<file path="src/rtl/register_file.sv">
// 16 x DATA_W register file with three combinational read ports,
// one writeback port with write-through bypass, and a PC shadow load into R15.
module register_file #(
  parameter int DATA_W = 32,
  parameter int PC_W   = 8
) (
  input  logic              Clk,
  input  logic              Clr,
  input  logic              LE,
  input  logic [3:0]        RW,
  input  logic [DATA_W-1:0] PW,
  input  logic              PC_LE,
  input  logic [PC_W-1:0]   PC_in,
  input  logic [3:0]        RA,
  input  logic [3:0]        RB,
  input  logic [3:0]        RD,
  output logic [DATA_W-1:0] PA,
  output logic [DATA_W-1:0] PB,
  output logic [DATA_W-1:0] PD
);

  localparam int NREG = 16;
  localparam int PC_IDX = 15;

  logic [DATA_W-1:0] regs [NREG];

  // Write-through read: a pending writeback to the selected register is
  // forwarded in the same cycle, unless reset is being applied. The PC
  // shadow load is deliberately not forwarded.
  function automatic logic [DATA_W-1:0] bypass_read(
    input logic [3:0]        sel,
    input logic [DATA_W-1:0] stored,
    input logic              wr_en,
    input logic              clr,
    input logic [3:0]        wr_idx,
    input logic [DATA_W-1:0] wr_data
  );
    if (wr_en && !clr && (sel == wr_idx)) return wr_data;
    return stored;
  endfunction

  // Register update: reset clears everything; otherwise the PC load is
  // applied first so that a writeback to R15 on the same edge overrides it.
  always_ff @(posedge Clk) begin
    if (Clr) begin
      for (int i = 0; i < NREG; i++) regs[i] <= '0;
    end else begin
      if (PC_LE) regs[PC_IDX] <= {{(DATA_W-PC_W){1'b0}}, PC_in};
      if (LE)    regs[RW]     <= PW;
    end
  end

  // Combinational read ports with independent per-port bypass.
  always_comb begin
    PA = bypass_read(RA, regs[RA], LE, Clr, RW, PW);
    PB = bypass_read(RB, regs[RB], LE, Clr, RW, PW);
    PD = bypass_read(RD, regs[RD], LE, Clr, RW, PW);
  end

endmodule

</file>
<file path="config.mk">
export PLATFORM = sky130hd
export DESIGN_NAME = register_file
export DESIGN_NICKNAME = d
export VERILOG_FILES = /design/src/rtl/register_file.sv
export SDC_FILE = /design/constraint.sdc
export NUM_CORES = 1
export LEC_CHECK = 0
export CORE_UTILIZATION = 55
export CTS_CLUSTER_SIZE = 20
export DETAILED_ROUTE_END_ITERATION = 10
export HOLD_SLACK_MARGIN = 0.12
export PLACE_DENSITY_LB_ADDON = 0.2
export SKIP_LAST_GASP = 1
export SYNTH_ARGS = -nofsm -noshare
export SYNTH_HDL_FRONTEND = slang
export SYNTH_SLANG_ARGS = --single-unit
</file>
<file path="constraint.sdc">
create_clock -name Clk -period 5.35 [get_ports Clk]
set_input_delay 1.605 -clock Clk [delete_from_list [all_inputs] [get_ports Clk]]
set_output_delay 1.605 -clock Clk [all_outputs]
set_load 0.1 [all_outputs]
</file>
-- Word level (Yosys, flattened, before mapping)
Memory sizes are Yosys's and may differ from the RTL's.
Index checks and enable logic that the tools add are counted.
- flip-flop bits (word level): 0
- latch bits: 0
- bits in writable memories: 512
- memory bits (read-only): 0
- input port bits: 60
- output and inout bits: 96
- logic and storage cells: 36
- memories kept: 1
- add/subtract/negate cells: 0
- multiply operators: 0
- div/mod/pow operators: 0
- magnitude comparators: 0
- eq/ne operators: 4
- shift operators: 0
- muxes and demuxes: 21
- bitwise gates (word level): 4
- reduce and logical (&&, ||, !) cells: 6
- memory list (memory ; words ; width ; read ports ; clocked after Yosys merged registers in ; wr ports ; line ; text):
    regs ; 16 ; 32 ; 3 ; 0 ; 16 ; 25 ; logic [DATA_W-1:0] regs [NREG];
- operators with widths (cell ; count):
    two-way mux 32 bit ; 8
    OR reduction 32 bit ; 1
    equality test 4 bit ; 3
    two-way mux 1 bit ; 12
    equality test 4 bit, first input constant ; 1
    logical AND 1 bit ; 4
    two-way mux 4 bit ; 1
    bitwise AND 1 bit ; 2
    logical NOT 1 bit ; 1
    NOT 1 bit ; 1
    bitwise OR 1 bit ; 1

-- Logic depth before layout (Yosys ltp)
Gate-level depths: netlist of run 1.
- depth in word-level cells: 6
- mapped depth: 7
- gate-level depth less buffers: 4

-- Worst setup path before layout of run 1
OpenSTA, ideal clock, no wires.
- kind: in2out
- start: input port RD[0]
- end: output port PD[23]
- data arrival time: 3.350 ns
- required time: 3.745 ns
- slack: 0.395 ns
- stages on the path: 6
- path buffers: 2
- cells stage by stage: buf_2 -> buf_2 -> mux4_2 -> a22oi_1 -> nand2_1 -> mux2_2
- word-level cells in the longest chain between the ends: 4
- elaborated cells between the ends (all ways): 5
- those cells by class: eq/ne (1); mux (2); reduce/logical (1); memory (1)
- RTL lines (item ; line ; text):
    start, declared ; 16 ; input logic [3:0] RD,
    branches (longest 3 deep; another with memory (16 x 32 bit)) ; - ;
    two-way mux 32 bit (*) ; 39 ; return stored;
    end, declared ; 19 ; output logic [DATA_W-1:0] PD
Mark *: on every way between the ends.

-- Final worst setup path of run 1
- start: input port RB[2]
- end: output port PB[30]
- word-level cells in the longest chain between the ends: 4
- elaborated cells between the ends (all ways): 5
- those cells by class: eq/ne (1); mux (2); reduce/logical (1); memory (1)
- RTL lines (item ; line ; text):
    start, declared ; 15 ; input logic [3:0] RB,
    branches (longest 3 deep; another with memory (16 x 32 bit)) ; - ;
    two-way mux 32 bit (*) ; 39 ;
    end, declared ; 18 ; output logic [DATA_W-1:0] PB,
Marks and branches as above.

==> results.txt, run 1 <==
Routed vias: 22121
First-pass GRT wire length: 152000 um
Total CTS buffers: 56
Period minus WS final: 5.25 ns
Post-Syn Area: 0.0315 mm^2
Yosys top cell by area: edfxtp_1
Non-Filler Instances: 3037
Most used routing layer: met2
Number of flip-flops in the largest register: 512
Synth Flop Type: edfxtp_1
Yosys warning total: 0
Worst VDD drop: 0.284 mV
Netlist cell types: 26
DR vias/cell: 7.28
Most common library cells after synthesis: 512 x edfxtp_1, 504 x and2_1, 387 x mux4_2
Post-Syn Nets: 2155
Clock Root Buffer: clkbuf_16
Clk sink count: 512
Routing usage on met1: 0.482
RSZ-0062 raised after global routing: no
Largest reg by FF count: regs
Placeable Area: 0.0565 mm^2
Met3 Usage GRT: 0.0823
Inst Count DP: 2924
Slew Viols, Final: 0
Worst EP required: 3.74 ns
Seq/Total Area, Yosys: 0.488
Fin crit share: 0.982
Post-synth EDFFs: 512
Largest regs: regs x512
Arrival @ worst endpoint: 3.65 ns
Ranking of synthesized cells by area: edfxtp_1 49%, mux4_2 28%, and2_1 10%
Slowest-stage cell, CP: mux4_2
Residual DRC count: 0
Syn_area_per_cell: 15.0 um^2
H-tree depth: 2
Last weighted congestion value of the routability-driven placer: 0.876
Synth Area in Simple Gates: 0.124
Grt met2 use: 0.589
Post-Route WL: 107000 um
Slew HR: 0.294
Initial antenna violation count: 7
Post-Synth XOR/XNOR Area: 0.00333
Total GRT Usage: 0.374
Worst path most repeated cell: mux4_2
#FFs+latches synth: 512
PwrDens: 307 mW/mm^2
Post-synthesis adder-cell area fraction: 0
Die Y: 241 um
Top-area cell type share of the netlist area: 0.488
Detailed-route wire length per cell: 35.1 um
Area Growth Syn to Fin: 20.5%
Clock buffer depth: 3
Largest net degree at the start of global routing: 41
Worst slew pin tran: 1.06 ns
Final Hold Fails: 0
Crit path max fanout: 8
Critical path's largest stage delay: 0.49 ns
Mux cell area share after synthesis: 0.311
MaxCap Viol Count: 0
DRT iter0 DRCs: 3516
FFs w/ async S/R, synth: 0
Final ANT Viol Nets: 0
Initial core utilization: 0.558
Gr ovfl total: 0
Layout cells sized above 1: 0.375
CTS tree: done
Vias in the first global route: 22357
Clk slew on worst S/H paths: 0.06 ns
Total chip power: 11.7 mW
IO Pins: 156
Final instance area: 0.0380 mm^2
Post-layout worst setup margin: 0.0968 ns
Final setup violation count: 0
Hpwl dp: 62800 um
Static leakage: 13.4 nW
Compound-Gate Fraction of Synth Area: 0.0456
# rows: 87
Mapped Cells: 2095
Hold crit path type: in -> reg
Critical path type: in -> out
Placed Instance Area: 0.0361 mm^2
Status: finished clean
Fillers: 3708
Buffers added on ports: 155
Count leader, synth: edfxtp_1
Die area: 0.0583 mm^2
Largest family of logic cells by synthesized area: multiplexers
Fmax: 190 MHz
Pre-CTS WS: -0.152 ns
CP Launch Type: input pin
Total iterations of the first detailed-routing run: 7
Final net count: 2292
Die Width: 241 um
CP endpoint kind: primary output
Critical Path, Cell by Cell: dlygate4sd2_1 -> buf_4 -> mux4_2 -> mux4_2 -> mux2_2 -> buf_12
## path summary, 6_finish.rpt
kind | start | slack, ns | end | cells past startpoint
worst max-delay path | RB[2] | 0.1 | PB[30] | 6
worst min-delay path | PC_in[6] | 1.64 | regs[15][6] | 3
## final cells by class
type                       instances  area, um^2  area share
clock buffer                      71        1480      0.0389
multi-input combinational       1363       15400       0.406
sequential                       512       15400       0.405
antenna                            4        10.0    0.000264
clock inverter                    32         282     0.00741
tap                              756         946      0.0249
timing repair buffer             299        4450       0.117
## metal layers
metal / vias up / part of all wire / wire [um]
met5: - / 0.00012 / 13
met2: 1969 / 0.48 / 50700
li1: 8610 / - / -
met4: 2 / 0.061 / 6490
met1: 11114 / 0.34 / 36000
met3: 426 / 0.13 / 13400
## cell usage in the layout (no fill, tap or decap), types with 3 or more instances in the layout
| cell | synthesis | layout |
|---|---|---|
| nor3_1 | 6 | 3 |
| nor3_2 | 1 | 3 |
| inv_6 | 0 | 3 |
| xor2_1 | 9 | 9 |
| clkbuf_8 | 0 | 3 |
| and2_1 | 504 | 504 |
| bufinv_16 | 0 | 5 |
| buf_4 | 6 | 77 |
| clkinv_1 | 0 | 14 |
| clkdlybuf4s50_1 | 0 | 47 |
| o21ai_0 | 8 | 8 |
| nand2_1 | 110 | 110 |
| mux4_2 | 387 | 387 |
| clkbuf_16 | 0 | 58 |
| nor2b_4 | 0 | 8 |
| clkbuf_1 | 152 | 14 |
| diode_2 | 0 | 4 |
| dlymetal6s2s_1 | 0 | 4 |
| mux2_2 | 96 | 96 |
| nor2_2 | 0 | 4 |
| a22oi_1 | 186 | 186 |
| buf_6 | 0 | 4 |
| or2_2 | 15 | 15 |
| edfxtp_1 | 512 | 512 |
| nor2_4 | 0 | 11 |
| nand3_2 | 0 | 3 |
| and2_2 | 0 | 3 |
| buf_12 | 0 | 161 |
| clkinv_2 | 0 | 9 |
| xnor2_1 | 3 | 3 |
## stage by stage
| stage | TNS (ns) | utilization | hold slack (ns) |
|---|---|---|---|
| 2_1_floorplan | 0 | - | 1.80 |
| 3_3_place_gp | -0.971 | 0.639 | 2.28 |
| 3_5_place_dp | -1.68 | 0.639 | 2.28 |
| 4_1_cts | -1.48 | 0.671 | 1.63 |
| 5_1_grt | 0 | 0.672 | 1.64 |
| 6_report | 0 | 0.672 | 1.64 |
## report_power, final
group | internal [mW] | leakage (nW) | switching (mW)
Sequential | 4.66 | 4.92 | 0.171
Clock | 2.18 | 0.861 | 1.62
Combinational | 1.26 | 7.61 | 1.78
## timing repair
action,CTS,global route
setup buffers,2,1
hold buffers,0,0
setup endpoints to repair,15,44
cloned,2,1
pin swaps,0,0
gates resized for setup,3,6
## worst max-delay path, delay by kind of cell
family   cells  cell delay [ns]
buf+inv      3             0.91
mux          3             1.13
## cells by family (layout without fill, tap and decap cells)
family,after synthesis,count (layout)
other,0,4
AND/OR/NAND/NOR,672,674
XOR/XNOR,12,12
buffers and inverters,222,402
flip-flops,512,512
multiplexers,483,483
AO/OA/AOI/OAI,194,194
Note: power is estimated with default switching activity, not from simulation.
==> run 2: changes to the inputs <==
--- a/config.mk
+++ b/config.mk
@@ -10,6 +10,7 @@
 export DETAILED_ROUTE_END_ITERATION = 10
 export HOLD_SLACK_MARGIN = 0.12
 export PLACE_DENSITY_LB_ADDON = 0.2
+export SKIP_CTS_REPAIR_TIMING = 1
 export SKIP_LAST_GASP = 1
 export SYNTH_ARGS = -nofsm -noshare
 export SYNTH_HDL_FRONTEND = slang
==> constraint.sdc (replaced) <==
create_clock -name Clk -period 5.1 [get_ports Clk]
set_input_delay 1.53 -clock Clk [delete_from_list [all_inputs] [get_ports Clk]]
set_output_delay 1.53 -clock Clk [all_outputs]
set_load 0.1 [all_outputs]
==> run 2 against run 1 <==
Wire length decreased by 1.7%. Sequential share of layout area is 0.35 points lower. Sequential power increased by 4.8%. Largest power group unchanged.
==> results.txt, run 2 (synthesis gave the netlist of run 1 again) <==
Status: finished clean
Initial antenna violation count: 4
Clk slew on worst S/H paths: 0.06 ns
Non-Filler Instances: 3062
RSZ-0062 raised after global routing: no
Switching part of the total power: 0.305
Critical path's largest stage delay: 0.52 ns
Die Y: 241 um
Worst EP required: 3.57 ns
Die Width: 241 um
Final ANT Viol Nets: 0
Layout cells sized above 1: 0.387
Total CTS buffers: 54
Worst VDD drop: 0.342 mV
Routed vias: 21949
Fin crit share: 0.992
Critical Path, Cell by Cell: clkbuf_8 -> buf_12 -> buf_16 -> mux4_2 -> a22oi_1 -> nand2_1 -> mux2_2 -> buf_12
Inst Count DP: 2940
Final Hold Fails: 0
Gr ovfl total: 0
Hold slack: 1.59 ns
Sequential group share of total power: 0.409
Detailed-route wire length per cell: 34.2 um
Total iterations of the first detailed-routing run: 7
Logic pwr share: 0.259
Clock Root Buffer: clkbuf_16
Clock power share: 0.332
Critical path type: in -> out
Period minus WS final: 5.06 ns
Hold crit path type: in -> reg
DRT iter0 DRCs: 3365
Area Growth Syn to Fin: 21.5%
Total GRT Usage: 0.364
Residual DRC count: 0
Clock buffer depth: 3
PwrDens: 323 mW/mm^2
Worst slew pin tran: 0.919 ns
Largest net degree at the start of global routing: 41
CP endpoint kind: primary output
Slew HR: 0.388
Fmax: 198 MHz
Crit path max-delay family: multiplexers
Final setup violation count: 0
# rows: 87
CP Launch Type: input pin
Crit path max fanout: 18
IO Pins: 156
Initial core utilization: 0.558
Die area: 0.0583 mm^2
Number of flip-flops in the largest register: 512
MaxCap Viol Count: 0
CTS tree: done
Arrival @ worst endpoint: 3.53 ns
Commonest non-fill, non-tap cell in the layout: edfxtp_1
Hpwl dp: 61200 um
Static leakage: 13.6 nW
Buffers added on ports: 155
Slew Viols, Final: 0
Clk sink count: 512
DR vias/cell: 7.17
Last weighted congestion value of the routability-driven placer: 0.870
Post-Route WL: 105000 um
H-tree depth: 2
NetSw: 3.77 mW
Placeable Area: 0.0565 mm^2
Largest regs: regs x512
First-pass GRT wire length: 149000 um
Worst path most repeated cell: buf_12
Leading cell types in the layout, fill and taps excluded: 512 x edfxtp_1, 504 x and2_1, 387 x mux4_2
Largest reg by FF count: regs
Internal power: 8.61 mW
CP Buf/Inv Count: 4
Final net count: 2318
Vias in the first global route: 21994
Slowest-stage cell, CP: mux4_2
run 2: cell count changes in the layout (fill, tap and decap cells not counted), moves of 3 or more:
cell        delta
a22oi_1        -3
a22oi_2        +3
buf_12         -4
buf_16         +4
buf_4         +28
clkbuf_1       -6
clkinvlp_4     +4
inv_6          -3
run 2: through the flow:
step / utilization / TNS (ns) / cell area (um^2) / worst slack, ns / power, mW
6_report: 0.678 / 0 / 38300 / 0.0404 / 12.4
5_1_grt: 0.678 / 0 / 38300 / 0.00310 / 12.6
4_1_cts: 0.673 / -8.39 / 38000 / -0.271 / 12.3
3_5_place_dp: 0.641 / -7.38 / 36200 / -0.241 / 8.28
3_3_place_gp: 0.641 / -7.07 / 36200 / -0.227 / 8.22
2_1_floorplan: - / 0 / 31500 / 0.295 / 7.05
run 2: layout make-up:
cell class	instances	area [um^2]
diodes	3	7.51
fillers	3753	18200
clock inverters	36	358
well taps	756	946
multi-input cells	1363	15500
clock buffers	65	1460
repair buffers	327	4710
flip-flops and latches	512	15400
run 2: worst paths after layout:
check / depth (start not counted) / start / endpoint / slack, ns
max: 8 / RD[0] / PD[15] / 0.04
min: 3 / PC_in[2] / regs[15][2] / 1.59
run 2: per-layer routing:
layer / vias to the layer above / wire length [um] / global-route usage
met1: 11107 / 35400 / 0.480
met5: - / 11 / 0
met3: 358 / 13100 / 0.0747
li1: 8670 / - / -
met4: 2 / 6090 / 0.181
met2: 1812 / 50100 / 0.581
run 2: tightest hold or removal path: stages:
cell and delay [ns]:
clkdlybuf4s50_1 0.40, nand2_1 0.05, o21ai_0 0.07
run 2: power groups by stage:
stage | Sequential, mW | Combinational, mW | Clock, mW
after floorplan | 5.07 | 1.98 | 0
after global placement | 5.10 | 3.13 | 0
after detailed placement | 5.13 | 3.15 | 0
after CTS | 5.05 | 3.16 | 4.11
after global routing | 5.08 | 3.29 | 4.27
final | 5.06 | 3.20 | 4.11
==> run 3: changes to the inputs <==
--- a/config.mk
+++ b/config.mk
@@ -5,7 +5,8 @@
 export SDC_FILE = /design/constraint.sdc
 export NUM_CORES = 1
 export LEC_CHECK = 0
-export CORE_UTILIZATION = 55
+export ABC_CLOCK_PERIOD_IN_PS = 4700
+export CORE_UTILIZATION = 62
 export CTS_CLUSTER_SIZE = 20
 export DETAILED_ROUTE_END_ITERATION = 10
 export HOLD_SLACK_MARGIN = 0.12
==> constraint.sdc (replaced) <==
create_clock -name Clk -period 4.7 [get_ports Clk]
set_input_delay 1.41 -clock Clk [delete_from_list [all_inputs] [get_ports Clk]]
set_output_delay 1.41 -clock Clk [all_outputs]
set_load 0.1 [all_outputs]
==> run 3 against run 2 <==
The run now ends with setup timing left. Non-clock buffer count up 112. Sequential cell count unchanged. Cell count up 0.72%. Count of clock-buffer cells in the layout up 3. Global-route usage up 6.6 points. Worst hold slack worse by 0.13 ns. Critical path type unchanged. Largest cell class unchanged. Largest power group unchanged.
==> results.txt, run 3 (synthesis gave the netlist of run 1 again) <==
Die area: 0.0518 mm^2
Critical path type: in -> out
Internal power: 9.28 mW
Layout cells sized above 1: 0.425
Largest regs: regs x512
Final core occ: 0.794
Post-Route WL: 116000 um
Grt met2 use: 0.656
Status: finished with violations
RSZ-0062 raised after global routing: yes
Most used routing layer: met2
Routing usage on met1: 0.535
Final setup violation count: 72
Largest net degree at the start of global routing: 35
Commonest non-fill, non-tap cell in the layout: edfxtp_1
Worst slew pin tran: 0.689 ns
Residual DRC count: 0
Period minus WS final: 4.82 ns
DR vias/cell: 7.83
Area Growth Syn to Fin: 26.4%
First-pass GRT wire length: 155000 um
Fmax: 207 MHz
Clock buffer depth: 3
Clk sink count: 512
Pre-CTS WS: -0.390 ns
Fin crit share: 1.03
Worst VDD drop: 0.289 mV
Clock Root Buffer: clkbuf_16
CP endpoint kind: primary output
IO Pins: 156
Total iterations of the first detailed-routing run: 8
Hpwl dp: 65700 um
Total CTS buffers: 54
Placeable Area: 0.0502 mm^2
Crit path max fanout: 8
Final Hold Fails: 0
Arrival @ worst endpoint: 3.41 ns
Final net count: 2428
Gr ovfl total: 0
Met3 Usage GRT: 0.135
Leading cell types in the layout, fill and taps excluded: 512 x edfxtp_1, 504 x and2_1, 387 x mux4_2
Slew HR: 0.541
Worst EP required: 3.29 ns
Clock power share: 0.315
Logic pwr share: 0.275
Hold crit path type: in -> reg
Final ANT Viol Nets: 0
Number of flip-flops in the largest register: 512
Die Width: 227 um
CP Launch Type: input pin
Sequential group share of total power: 0.410
Clk slew on worst S/H paths: 0.06 ns
Switching part of the total power: 0.310
Die Y: 227 um
Last weighted congestion value of the routability-driven placer: 0.928
Post-layout worst setup margin: -0.120 ns
Largest reg by FF count: regs
DRT iter0 DRCs: 4542
Placed Instance Area: 0.0369 mm^2
PwrDens: 338 mW/mm^2
Buffers added on ports: 155
NetSw: 4.18 mW
Slew Viols, Final: 0
Detailed-route wire length per cell: 37.5 um
Total GRT Usage: 0.430
Initial antenna violation count: 2
Initial core utilization: 0.628
Final instance area: 0.0398 mm^2
H-tree depth: 2
# rows: 82
MaxCap Viol Count: 0
Vias in the first global route: 23624
Hold slack: 1.46 ns
Total chip power: 13.5 mW
Failing checks: setup timing
CTS tree: done
Routed vias: 24148
Static leakage: 14.4 nW
[run 3: cell types whose count changed in the layout (fill, tap and decap cells not counted), sizes merged]
cell,delta
bufinv,-2
inv,+1
clkdlybuf4s50,-4
dlymetal6s2s,+3
clkinvlp,-4
buf,+100
clkinv,-2
nor2b,-2
clkbuf,+16
[run 3: power groups by stage]
stage	Combinational (mW)	Clock, mW	Sequential [mW]
floorplan	2.15	0	5.50
global placement	3.44	0	5.53
detailed placement	3.48	0	5.58
CTS	3.50	4.20	5.49
global route	3.76	4.38	5.54
finish	3.70	4.24	5.52
[run 3: area by class of cell]
cell class,count,area (um^2)
multi-input combinational,1361,15600
sequential,512,15400
fill,2563,10300
timing repair buffer,439,6330
clock buffer,68,1430
tap,672,841
clock inverter,29,258
antenna,3,7.51
[run 3: critical path, cell delays in order]
cell	delay, ns
dlymetal6s2s_1	0.36
xor2_1	0.17
nor3_2	0.37
nand3_4	0.29
clkbuf_16	0.30
mux2_2	0.32
buf_12	0.17
[run 3: worst paths after layout]
kind                     endpoint  cells past startpoint      from  slack (ns)
worst max-delay path       PA[27]                      7     RW[0]       -0.12
worst min-delay path  regs[15][7]                      3  PC_in[7]        1.46
[run 3: metal layers]
metal	vias to the layer above	wire (um)
met2	2759	52600
met3	684	19200
met1	11797	34300
met5	-	0
li1	8908	-
met4	0	9540
[run 3: stage by stage]
step                cells  setup TNS [ns]
floorplan            2095               0
global placement     2922          -25.53
detailed placement   2922          -27.37
CTS                  3019          -29.67
global route         3082           -3.53
finish               3084           -4.62
